## src/rtl/conv_maxpool2x2_pkg.sv

```systemverilog
// -----------------------------------------------------------------------------
// systolic_pkg
// Shared definitions for the systolic conv pipeline and its pooling stage.
//   calc_res_w   : conv result width derived from the pixel/weight width
//   pool_state_t : row-phase encoding used by conv_maxpool2x2
// -----------------------------------------------------------------------------
package systolic_pkg;

    function automatic int calc_res_w(input int data_size);
        return 2 * data_size + 5;
    endfunction

    localparam int RES_W_DEFAULT = calc_res_w(8);

    typedef enum logic [1:0] {
        EVEN_ROW = 2'd0,
        ODD_ROW  = 2'd1,
        DROP_ROW = 2'd2
    } pool_state_t;

endpackage

```

## src/rtl/conv_maxpool2x2_if.sv

```systemverilog
// -----------------------------------------------------------------------------
// conv_maxpool2x2_if
// Stream bundle between the conv result producer and the 2x2 max-pool stage.
//   in_valid / in_data     : one signed conv result per asserted cycle
//   pool_valid / pool_data : one-cycle pulse with the pooled maximum
//   frame_done             : one-cycle pulse after the last conv result
//   pool_count             : pooled values emitted in the current frame
// master = producer/consumer side, slave = pooling block.
// -----------------------------------------------------------------------------
interface conv_maxpool2x2_if
    import systolic_pkg::*;
#(
    parameter int RES_W = RES_W_DEFAULT
);
    logic                    in_valid;
    logic signed [RES_W-1:0] in_data;
    logic                    pool_valid;
    logic signed [RES_W-1:0] pool_data;
    logic                    frame_done;
    logic [15:0]             pool_count;

    modport master (
        output in_valid, in_data,
        input  pool_valid, pool_data, frame_done, pool_count
    );

    modport slave (
        input  in_valid, in_data,
        output pool_valid, pool_data, frame_done, pool_count
    );
endinterface

```

## src/rtl/conv_maxpool2x2_linebuf.sv

```systemverilog
// -----------------------------------------------------------------------------
// pool_linebuf
// Single-port register array holding the pair maxima of the last even row.
//   clk, rst : clock, synchronous active-high reset (clears read register only)
//   i_we     : write i_wdata to entry i_addr
//   i_re     : load entry i_addr into the read register (visible next cycle)
//   o_rdata  : registered read data, held between reads
// -----------------------------------------------------------------------------
module pool_linebuf #(
    parameter int WIDTH = 21,
    parameter int DEPTH = 1,
    parameter int AW    = 1
)(
    input  logic             clk,
    input  logic             rst,
    input  logic             i_we,
    input  logic             i_re,
    input  logic [AW-1:0]    i_addr,
    input  logic [WIDTH-1:0] i_wdata,
    output logic [WIDTH-1:0] o_rdata
);
    logic [WIDTH-1:0] r_mem [DEPTH];
    logic [WIDTH-1:0] r_rdata;

    // Contents need no reset: every entry is rewritten on each even row
    // before the following odd row reads it.
    always_ff @(posedge clk) begin
        if (i_we) begin
            r_mem[i_addr] <= i_wdata;
        end
    end

    always_ff @(posedge clk) begin
        if (rst) begin
            r_rdata <= '0;
        end else if (i_re) begin
            r_rdata <= r_mem[i_addr];
        end
    end

    assign o_rdata = r_rdata;
endmodule

```

## src/rtl/conv_maxpool2x2.sv

```systemverilog
// -----------------------------------------------------------------------------
// conv_maxpool2x2
// 2x2 stride-2 max pooling over a raster-ordered conv result stream.
//   clk, rst : clock, synchronous active-high reset
//   pool_if  : conv_maxpool2x2_if.slave (in_valid/in_data in,
//              pool_valid/pool_data/frame_done/pool_count out)
// Build option: POOL_RELU_EN clamps negative inputs to 0 before pooling.
//
// state    | meaning
// ---------+---------------------------------------------------------------
// EVEN_ROW | pair maxima written to the line buffer
// ODD_ROW  | pair maxima combined with line buffer, pooled value emitted
// DROP_ROW | trailing row of an odd-height map, counted and discarded
// -----------------------------------------------------------------------------
module conv_maxpool2x2
    import systolic_pkg::*;
#(
    parameter int dataSize   = 8,
    parameter int IMG_WIDTH  = 3,
    parameter int IMG_HEIGHT = 3
)(
    input  logic               clk,
    input  logic               rst,
    conv_maxpool2x2_if.slave   pool_if
);
    localparam int RES_W    = calc_res_w(dataSize);
    localparam int CW       = IMG_WIDTH - 1;
    localparam int CH       = IMG_HEIGHT - 1;
    localparam int LB_DEPTH = CW / 2;
    localparam int COL_W    = (CW > 1) ? $clog2(CW) : 1;
    localparam int ROW_W    = (CH > 1) ? $clog2(CH) : 1;
    localparam int LB_AW    = (LB_DEPTH > 1) ? $clog2(LB_DEPTH) : 1;
    localparam bit CW_ODD   = (CW % 2) == 1;
    localparam bit CH_ODD   = (CH % 2) == 1;

    localparam logic [COL_W-1:0] COL_LAST     = COL_W'(CW - 1);
    localparam logic [ROW_W-1:0] ROW_LAST     = ROW_W'(CH - 1);
    localparam logic [ROW_W-1:0] ROW_PRE_LAST = ROW_W'(CH - 2);

    typedef logic signed [RES_W-1:0] res_t;

    function automatic res_t smax(input res_t a, input res_t b);
        return (a > b) ? a : b;
    endfunction

    pool_state_t       r_state;
    pool_state_t       w_state_next;
    logic [COL_W-1:0]  r_col;
    logic [ROW_W-1:0]  r_row;
    res_t              r_pair;
    res_t              r_pool_data;
    logic              r_pool_valid;
    logic              r_frame_done;
    logic [15:0]       r_pool_count;

    res_t              w_in;
    res_t              w_pair_max;
    res_t              w_lb_rdata;
    logic [RES_W-1:0]  w_lb_rdata_raw;
    logic [LB_AW-1:0]  w_lb_addr;
    logic              w_col_last;
    logic              w_row_last;
    logic              w_pair_lo;
    logic              w_lb_we;
    logic              w_lb_re;
    logic              w_emit;
    logic              w_frame_end;

`ifdef POOL_RELU_EN
    assign w_in = pool_if.in_data[RES_W-1] ? res_t'(0) : pool_if.in_data;
`else
    assign w_in = pool_if.in_data;
`endif

    assign w_col_last = (r_col == COL_LAST);
    assign w_row_last = (r_row == ROW_LAST);
    assign w_pair_max = smax(r_pair, w_in);
    assign w_lb_addr  = LB_AW'(r_col >> 1);
    assign w_lb_rdata = w_lb_rdata_raw;
    // Even column opens a pair, except the unpaired last column of an odd-width map.
    assign w_pair_lo  = pool_if.in_valid && !r_col[0] && !(CW_ODD && w_col_last);

    always_ff @(posedge clk) begin
        if (rst) begin
            r_state <= EVEN_ROW;
        end else begin
            r_state <= w_state_next;
        end
    end

    always_comb begin
        w_state_next = r_state;
        w_lb_we      = 1'b0;
        w_lb_re      = 1'b0;
        w_emit       = 1'b0;
        w_frame_end  = 1'b0;
        if (pool_if.in_valid) begin
            // Read one column early so the registered data meets the odd column.
            w_lb_re = w_pair_lo && (r_state == ODD_ROW);
            if (r_col[0]) begin
                w_lb_we = (r_state == EVEN_ROW);
                w_emit  = (r_state == ODD_ROW);
            end
            if (w_col_last) begin
                if (w_row_last) begin
                    w_frame_end  = 1'b1;
                    w_state_next = EVEN_ROW;
                end else begin
                    case (r_state)
                        EVEN_ROW: w_state_next = ODD_ROW;
                        ODD_ROW:  w_state_next = (CH_ODD && (r_row == ROW_PRE_LAST))
                                                 ? DROP_ROW : EVEN_ROW;
                        default:  w_state_next = EVEN_ROW;
                    endcase
                end
            end
        end
    end

    always_ff @(posedge clk) begin
        if (rst) begin
            r_col        <= '0;
            r_row        <= '0;
            r_pair       <= '0;
            r_pool_data  <= '0;
            r_pool_valid <= 1'b0;
            r_frame_done <= 1'b0;
            r_pool_count <= '0;
        end else begin
            r_pool_valid <= w_emit;
            r_frame_done <= w_frame_end;
            // Count restarts the cycle after frame_done; an emit there still counts.
            r_pool_count <= (r_frame_done ? 16'd0 : r_pool_count) + {15'd0, w_emit};
            if (w_emit) begin
                r_pool_data <= smax(w_lb_rdata, w_pair_max);
            end
            if (w_pair_lo) begin
                r_pair <= w_in;
            end
            if (pool_if.in_valid) begin
                if (w_col_last) begin
                    r_col <= '0;
                    r_row <= w_row_last ? '0 : r_row + 1'b1;
                end else begin
                    r_col <= r_col + 1'b1;
                end
            end
        end
    end

    pool_linebuf #(
        .WIDTH (RES_W),
        .DEPTH (LB_DEPTH),
        .AW    (LB_AW)
    ) u_linebuf (
        .clk     (clk),
        .rst     (rst),
        .i_we    (w_lb_we),
        .i_re    (w_lb_re),
        .i_addr  (w_lb_addr),
        .i_wdata (w_pair_max),
        .o_rdata (w_lb_rdata_raw)
    );

    assign pool_if.pool_valid = r_pool_valid;
    assign pool_if.pool_data  = r_pool_data;
    assign pool_if.frame_done = r_frame_done;
    assign pool_if.pool_count = r_pool_count;
endmodule

```

## src/flat_wrapper.sv

```systemverilog
// flat-port wrapper written by rule: the top's interface ports become plain ports
module conv_maxpool2x2_flat import systolic_pkg::*;
#(
    parameter int dataSize   = 8,
    parameter int IMG_WIDTH  = 3,
    parameter int IMG_HEIGHT = 3
)
  (clk, rst, pool_if_in_valid, pool_if_in_data, pool_if_pool_valid, pool_if_pool_data, pool_if_frame_done, pool_if_pool_count);
  conv_maxpool2x2_if #(.RES_W((calc_res_w((8))))) pool_if_i ();
  input  logic clk;
  input  logic rst;
  input wire logic [$bits(pool_if_i.in_valid)-1:0] pool_if_in_valid;
  input wire logic [$bits(pool_if_i.in_data)-1:0] pool_if_in_data;
  output wire logic [$bits(pool_if_i.pool_valid)-1:0] pool_if_pool_valid;
  output wire logic [$bits(pool_if_i.pool_data)-1:0] pool_if_pool_data;
  output wire logic [$bits(pool_if_i.frame_done)-1:0] pool_if_frame_done;
  output wire logic [$bits(pool_if_i.pool_count)-1:0] pool_if_pool_count;
  assign pool_if_i.in_valid = pool_if_in_valid;
  assign pool_if_i.in_data = pool_if_in_data;
  assign pool_if_pool_valid = pool_if_i.pool_valid;
  assign pool_if_pool_data = pool_if_i.pool_data;
  assign pool_if_frame_done = pool_if_i.frame_done;
  assign pool_if_pool_count = pool_if_i.pool_count;
  conv_maxpool2x2 #(.dataSize(dataSize), .IMG_WIDTH(IMG_WIDTH), .IMG_HEIGHT(IMG_HEIGHT)) u_core (.clk(clk), .rst(rst), .pool_if(pool_if_i));
endmodule
```

## config.mk

```make
export PLATFORM = sky130hd
export DESIGN_NAME = conv_maxpool2x2_flat
export DESIGN_NICKNAME = d
export VERILOG_FILES = /design/src/rtl/conv_maxpool2x2_pkg.sv /design/src/rtl/conv_maxpool2x2_if.sv /design/src/rtl/conv_maxpool2x2_linebuf.sv /design/src/rtl/conv_maxpool2x2.sv /design/src/flat_wrapper.sv
export SDC_FILE = /design/constraint.sdc
export NUM_CORES = 1
export LEC_CHECK = 0
export ABC_CLOCK_PERIOD_IN_PS = 6900
export CAP_MARGIN = 20
export CORE_MARGIN = 5
export CORE_UTILIZATION = 39
export CTS_CLUSTER_DIAMETER = 200
export CTS_CLUSTER_SIZE = 8
export DETAILED_ROUTE_END_ITERATION = 10
export SLEW_MARGIN = 20
export SYNTH_ARGS = -nofsm -noshare
export SYNTH_HDL_FRONTEND = slang
export SYNTH_SLANG_ARGS = --single-unit
```

## constraint.sdc

```tcl
create_clock -name clk -period 6.9 [get_ports clk]
set_input_delay 1.035 -clock clk [delete_from_list [all_inputs] [get_ports clk]]
set_output_delay 1.035 -clock clk [all_outputs]
set_load 0.02 [all_outputs]
```

==> flow_metrics.tcl <==
set metrics [dict create \
    grt-busiest-layer "met2" \
    hold_viol 0 \
    max_freq_ghz 0.170 \
    dieArea_um2 16400 \
    wl_per_cell_um 15.9 \
    arrival_ns 6.12 \
    setup-violations-final 0 \
    rows 43 \
    hp-start "u_core.r_pair[0]$_SDFFE_PP0P_" \
    ioPinCount 63 \
    synth_area_um2 5430 \
    numCtsBuffers 9 \
    p_leak_nw 2.62 \
    vias 4241 \
    grt_max_degree 95 \
    fin_skew_ns 0.00926 \
    critPathMaxStageDelay_ns 0.55 \
    first_pass_iters 4 \
    critical_path.cell_chain "clkdlybuf4s50_1, inv_1, ha_1, nand4_1, or3_1, a311o_1, and4_4, o21ai_4, buf_12, mux2i_2, ha_1, a21oi_1, o21ai_1, a221oi_1, o221ai_1, mux2i_1, nand2b_1, buf_4, o211ai_2" \
    drc 0 \
    cts_root_buffer "clkbuf_16" \
    grt_use_met1_pct 21.8 \
    yosysSeqAreaShare_pct 42.6 \
    grt_use_met2_pct 26.6 \
    worstReg2RegStart "u_core.r_pair[12]$_SDFFE_PP0P_" \
    hold_path_class "reg -> reg" \
    status "finished clean" \
    timing.hold.ws_ns 0.469 \
    drive_gt1_share_pct 10.8 \
    synth.area.top_cells "dfxtp_1, edfxtp_1, ha_1" \
    clockBufferDepth 2 \
    cp_common_cell "ha_1" \
    routed_wl_um 12900 \
    min_to "u_core.r_pair[0]$_SDFFE_PP0P_" \
    crit_required_ns 7.13 \
    core_um2 13800 \
    rsz0062_at_grt "false" \
    antenna_found_initial 0 \
    holdPathStages 2 \
    avgSynthCellArea_um2 9.41 \
    synthCells 577 \
    initial_core_util_pct 39.4 \
    min_period_ns 5.89 \
    post_cts_buffers 0 \
    track_usage_pct 16.5 \
    rr_worst_depth 17 \
    slew_violations 0 \
    synth.distinct_cells 42 \
    min_period_over_period_pct 85.4 \
    htreeDepth 3 \
    grt_pass1_wl_um 21400 \
    p_per_area_nw_per_um2 212 \
    drv_cap 0 \
    setup_tns_ns 0 \
    crit_type "in -> reg" \
    ant_nets 0 \
    drt_iter0_drc 290 \
    cpMaxStageDelayCell "clkdlybuf4s50_1" \
    nNetsFinal 695 \
    grt_pass1_vias 4088 \
    die_w_um 128 \
    hpwlAfterDp_um 9200 \
    relSlewSlack_pct 41.9 \
    cts.sinks 105 \
    synth_flop_cell "dfxtp_1" \
    clkTransAtPathRegs_ns 0.07 \
    power_mw 1.37 \
    cts_tree "done" \
    synth_nets 645 \
    async_reset_ff_share_pct 0 \
    timing.rr.end "u_core.pool_if.pool_data[9]$_SDFFE_PP0P_" \
    path_buf_inv 4 \
    cts_hold_buf 0 \
    synth_warnings 0 \
    syn_to_final_growth_pct 19.5 \
    synth-seq-cells 105 \
    path_max_fanout 17 \
    worstSetupEndpointType "flip-flop" \
    gp_congestion 0.845 \
    synth.most_common_cell "nand2_1" \
    synth_common_cells "nand2_1, dfxtp_1, a21oi_1, inv_1, ha_1" \
    worstSetupStartpointType "input pin" \
    worst_pin_slew_ns 0.871 \
    fp.dieH_um 128 \
    vdd_drop_max_mv 0.173 \
    yosys.area.top_type_share_pct 31.0 \
    clock_latency_ns 0.35 \
    grt_util_met3_pct 4.42 \
    grt_overflow_total 0 \
    io_buffer_count 62 \
    cts_resized 0 \
    ff2ff_setup_slack_ns 1.96 \
    synth_enable_flop_cells 21 \
    crit_family "compound AO/OA/AOI/OAI gates" \
    via_per_inst 5.22 \
    diodes 0 \
    synth_top_cell_by_area "dfxtp_1" \
]
==> power breakdown <==
group,switching [mW],leakage (nW),internal [mW]
combinational,0.118,1.60,0.0830
sequential,0.0120,0.875,0.646
clock,0.231,0.143,0.283
==> worst max path at each step <==
stage	from	end	slack, ns	depth (start not counted)
floorplan	pool_if_in_data[12]	u_core.pool_if.pool_data[0]$_SDFFE_PP0P_	1.89	17
detailed placement	pool_if_in_data[12]	u_core.pool_if.pool_data[0]$_SDFFE_PP0P_	0.70	18
global placement	pool_if_in_data[12]	u_core.pool_if.pool_data[0]$_SDFFE_PP0P_	0.83	18
finish	pool_if_in_data[12]	u_core.pool_if.pool_data[9]$_SDFFE_PP0P_	1.01	19
CTS	pool_if_in_data[12]	u_core.pool_if.pool_data[0]$_SDFFE_PP0P_	1.03	19
global route	pool_if_in_data[12]	u_core.pool_if.pool_data[3]$_SDFFE_PP0P_	0.67	19
==> metal layers <==
metal | share of wire (%) | vias up
li1 | - | 2114
met1 | 46 | 2001
met2 | 46 | 111
met3 | 5.6 | 15
met4 | 1.7 | 0
met5 | 0 | -
==> metrics by stage <==
| step | instance area (um^2) | utilization (%) | std cells | setup WS (ns) |
|---|---|---|---|---|
| detailed placement | 6190 | 45.0 | 796 | 0.701 |
| CTS | 6490 | 47.1 | 812 | 1.03 |
| global placement | 6190 | 45.0 | 796 | 0.834 |
| floorplan | 5430 | - | 577 | 1.89 |
| global route | 6490 | 47.1 | 812 | 0.669 |
| finish | 6490 | 47.1 | 812 | 1.01 |
==> cell usage in the layout, fill, tap and decap left out, types with 3 or more instances in the layout <==
| master | instances |
|---|---|
| a21oi_1 | 64 |
| o21ai_0 | 8 |
| xor2_1 | 11 |
| o211ai_2 | 19 |
| nand3_1 | 13 |
| and3_1 | 5 |
| clkdlybuf4s50_1 | 61 |
| nor2b_1 | 7 |
| dfxtp_1 | 84 |
| mux2i_2 | 19 |
| nand4b_1 | 21 |
| inv_1 | 46 |
| nand3b_1 | 21 |
| ha_1 | 44 |
| nor3_1 | 3 |
| clkbuf_16 | 9 |
| nand2_1 | 98 |
| nand4_1 | 5 |
| nand2b_1 | 4 |
| buf_4 | 7 |
| and4_1 | 7 |
| edfxtp_1 | 21 |
| nor2_1 | 19 |
| mux2i_1 | 3 |
==> tightest hold or removal path, stage by stage, from the launching register on <==
cell and delay, ns:
dfxtp_1 0.32, nand2_1 0.05, a21oi_1 0.05
==> state kept, by name (all words and copies together) (netlist names) <==
name,flops
u_core.r_col,1
u_core.r_state,1
u_core.r_pair,21
u_core.pool_if.pool_valid,1
u_core.pool_if.pool_data,21
u_core.u_linebuf.o_rdata,21
u_core.u_linebuf.r_mem,21
u_core.pool_if.frame_done,1
u_core.pool_if.pool_count,16
u_core.r_row,1
==> cell families after synthesis <==
kind of cell | count (synthesis) | share of synthesized area (%)
XOR/XNOR | 13 | 2.10
adder cells (fa/ha/maj) | 44 | 10.1
multiplexers | 23 | 5.58
AO/OA/AOI/OAI | 104 | 13.0
buffers and inverters | 77 | 5.92
AND/OR/NAND/NOR | 211 | 20.7
flip-flops | 105 | 42.6
==> final cells by class <==
class | count | area (um^2)
inverter | 46 | 173
tap | 180 | 225
multi-input combinational | 395 | 2800
fill | 1333 | 7290
sequential | 105 | 2310
clock inverter | 6 | 65.1
timing repair buffer | 70 | 688
clock buffer | 10 | 229
No activity file was read; power rests on OpenSTA's default activity.
==> variant (config.mk and constraints unchanged) <==
The option `POOL_RELU_EN` is turned on by a define.
--- a/src/rtl/conv_maxpool2x2.sv
+++ b/src/rtl/conv_maxpool2x2.sv
@@ -12,6 +12,8 @@
 // ODD_ROW  | pair maxima combined with line buffer, pooled value emitted
 // DROP_ROW | trailing row of an odd-height map, counted and discarded
 // -----------------------------------------------------------------------------
+`define POOL_RELU_EN
+
 module conv_maxpool2x2
     import systolic_pkg::*;
 #(
Formal check against the unedited RTL: not equivalent (a bounded check fails within 10 cycles, from zero or initial values and one cycle with rst high).
==> variant against the original RTL <==
Critical path depth grew 3. Worst setup slack worse by 0.33 ns. Clock power down 8.2%. Synthesized cell count is 8.1% higher. Wire length up 2.3%. Fmax decreased by 5.4%. Power is 7.8% lower. Via count up 7.2%. Sequential cell count decreased by 4. Highest routed layer unchanged. Final area increased by 1.0%. Synthesized area up 2.1%.
==> variant: results (changes against the original RTL) <==
Maximum vdd drop = 0.000112 V (-35%)
Mapped Cells = 624 (+8.1%)
DRT Wirelength = 13,200 um (+2.3%)
Routed wl met3 = 641 um (-12%)
Final HPWL DP = 9490 um (+3.1%)
R2R cell count = 18 (+1)
Metal1 wirelength = 6310 um (+5.7%)
Clock latency on the worst-skew pair = 0.35 ns (about the same)
Nets = 730 (+5.0%)
Vias per cell = 5.34 (+2.3%)
XOR/XNOR Fraction of Synth Area = 1.58% (-0.52 points)
CP Data Arrival Time = 6.43 ns (+0.31 ns)
Mapped Nets = 688 (+6.7%)
M2 GR Usage = 26.5% (-0.12 points)
Crit-path max cell delay = 0.59 ns (+0.04 ns)
Hold Slack = 0.457 ns (-0.0120 ns)
Number of synthesized flops with an enable pin = 20 (-4.8%)
Worst reg2reg setup slack = 1.89 ns (-0.07 ns)
Adder-cell share of the synthesized area = 9.03% (-1.1 points)
Global routing usage on met1 = 22.4% (+0.62 points)
Area contributors post-synth = dfxtp_1 (29%), edfxtp_1 (11%), ha_1 (9.0%)
DP Area = 6280 sq um (+1.4%)
Non-filler cells, final = 851 (+4.8%)
Worst path slowest cell = a311o_1
Mux contribution to synthesized area = 4.09% (-1.5 points)
GRT Total Usage = 16.6% (+0.11 points)
Met2 routed wirelength = 6080 um (+1.1%)
CP bufs+invs = 5 (+1)
Relative slew margins = 31.1% (-11 points)
Leakage = 2.42 nW (-7.6%)
Seq pwr = 0.625 mW (-5.0%)
Seq/Total Area, Yosys = 40.1% (-2.5 points)
Int Pwr = 0.939 mW (-7.2%)
CP startpoint = pool_if_in_data[20]
Final Wtd Congestion = 0.814 (-3.7%)
Vias in the first global route = 4,538 (+11%)
Outcome = complete, no violations
Initial antenna violation count = 0 (unchanged)
IO buf count = 61 (-1.6%)
Top post-synthesis cells by count = nand2_1 (92), dfxtp_1 (81), a21oi_1 (60), inv_1 (42), ha_1 (40)
Hold Crit Start = u_core.u_linebuf.o_rdata[0]
Layout cell share with drive strength beyond 1 = 8.94% (-1.8 points)
Synth Area in Compound Gates = 16.8% (+3.8 points)
Crit Path Max Fanout = 20 (+3)
M3 GR Usage = 3.87% (-0.54 points)
Cell total after placement = 835 (+4.9%)
[variant: worst register-to-register path, delay by kind of cell, from the launching register on]
kind | cells | cell delay (ns)
adder cells (fa/ha/maj) | 2 | 0.57
multiplexers | 1 | 0.37
flip-flops | 1 | 0.33
AO/OA/AOI/OAI | 9 | 2.03
AND/OR/NAND/NOR | 4 | 1.22
buffers and inverters | 2 | 0.34
[variant: layout make-up]
| cell class | count | area [sq um] |
|---|---|---|
| flip-flops and latches | 101 | 2220 |
| clock inverters | 4 | 25.0 |
| well taps | 180 | 225 |
| clock buffers | 12 | 246 |
| fillers | 1358 | 7330 |
| repair buffers | 69 | 666 |
| multi-input cells | 443 | 3010 |
| inverters | 42 | 158 |
[variant: metrics by stage]
step	total power [mW]	setup WS [ns]
floorplan	0.754	0.591
global placement	0.803	0.477
detailed placement	0.807	0.326
CTS	1.28	0.688
global route	1.33	0.410
finish	1.27	0.672
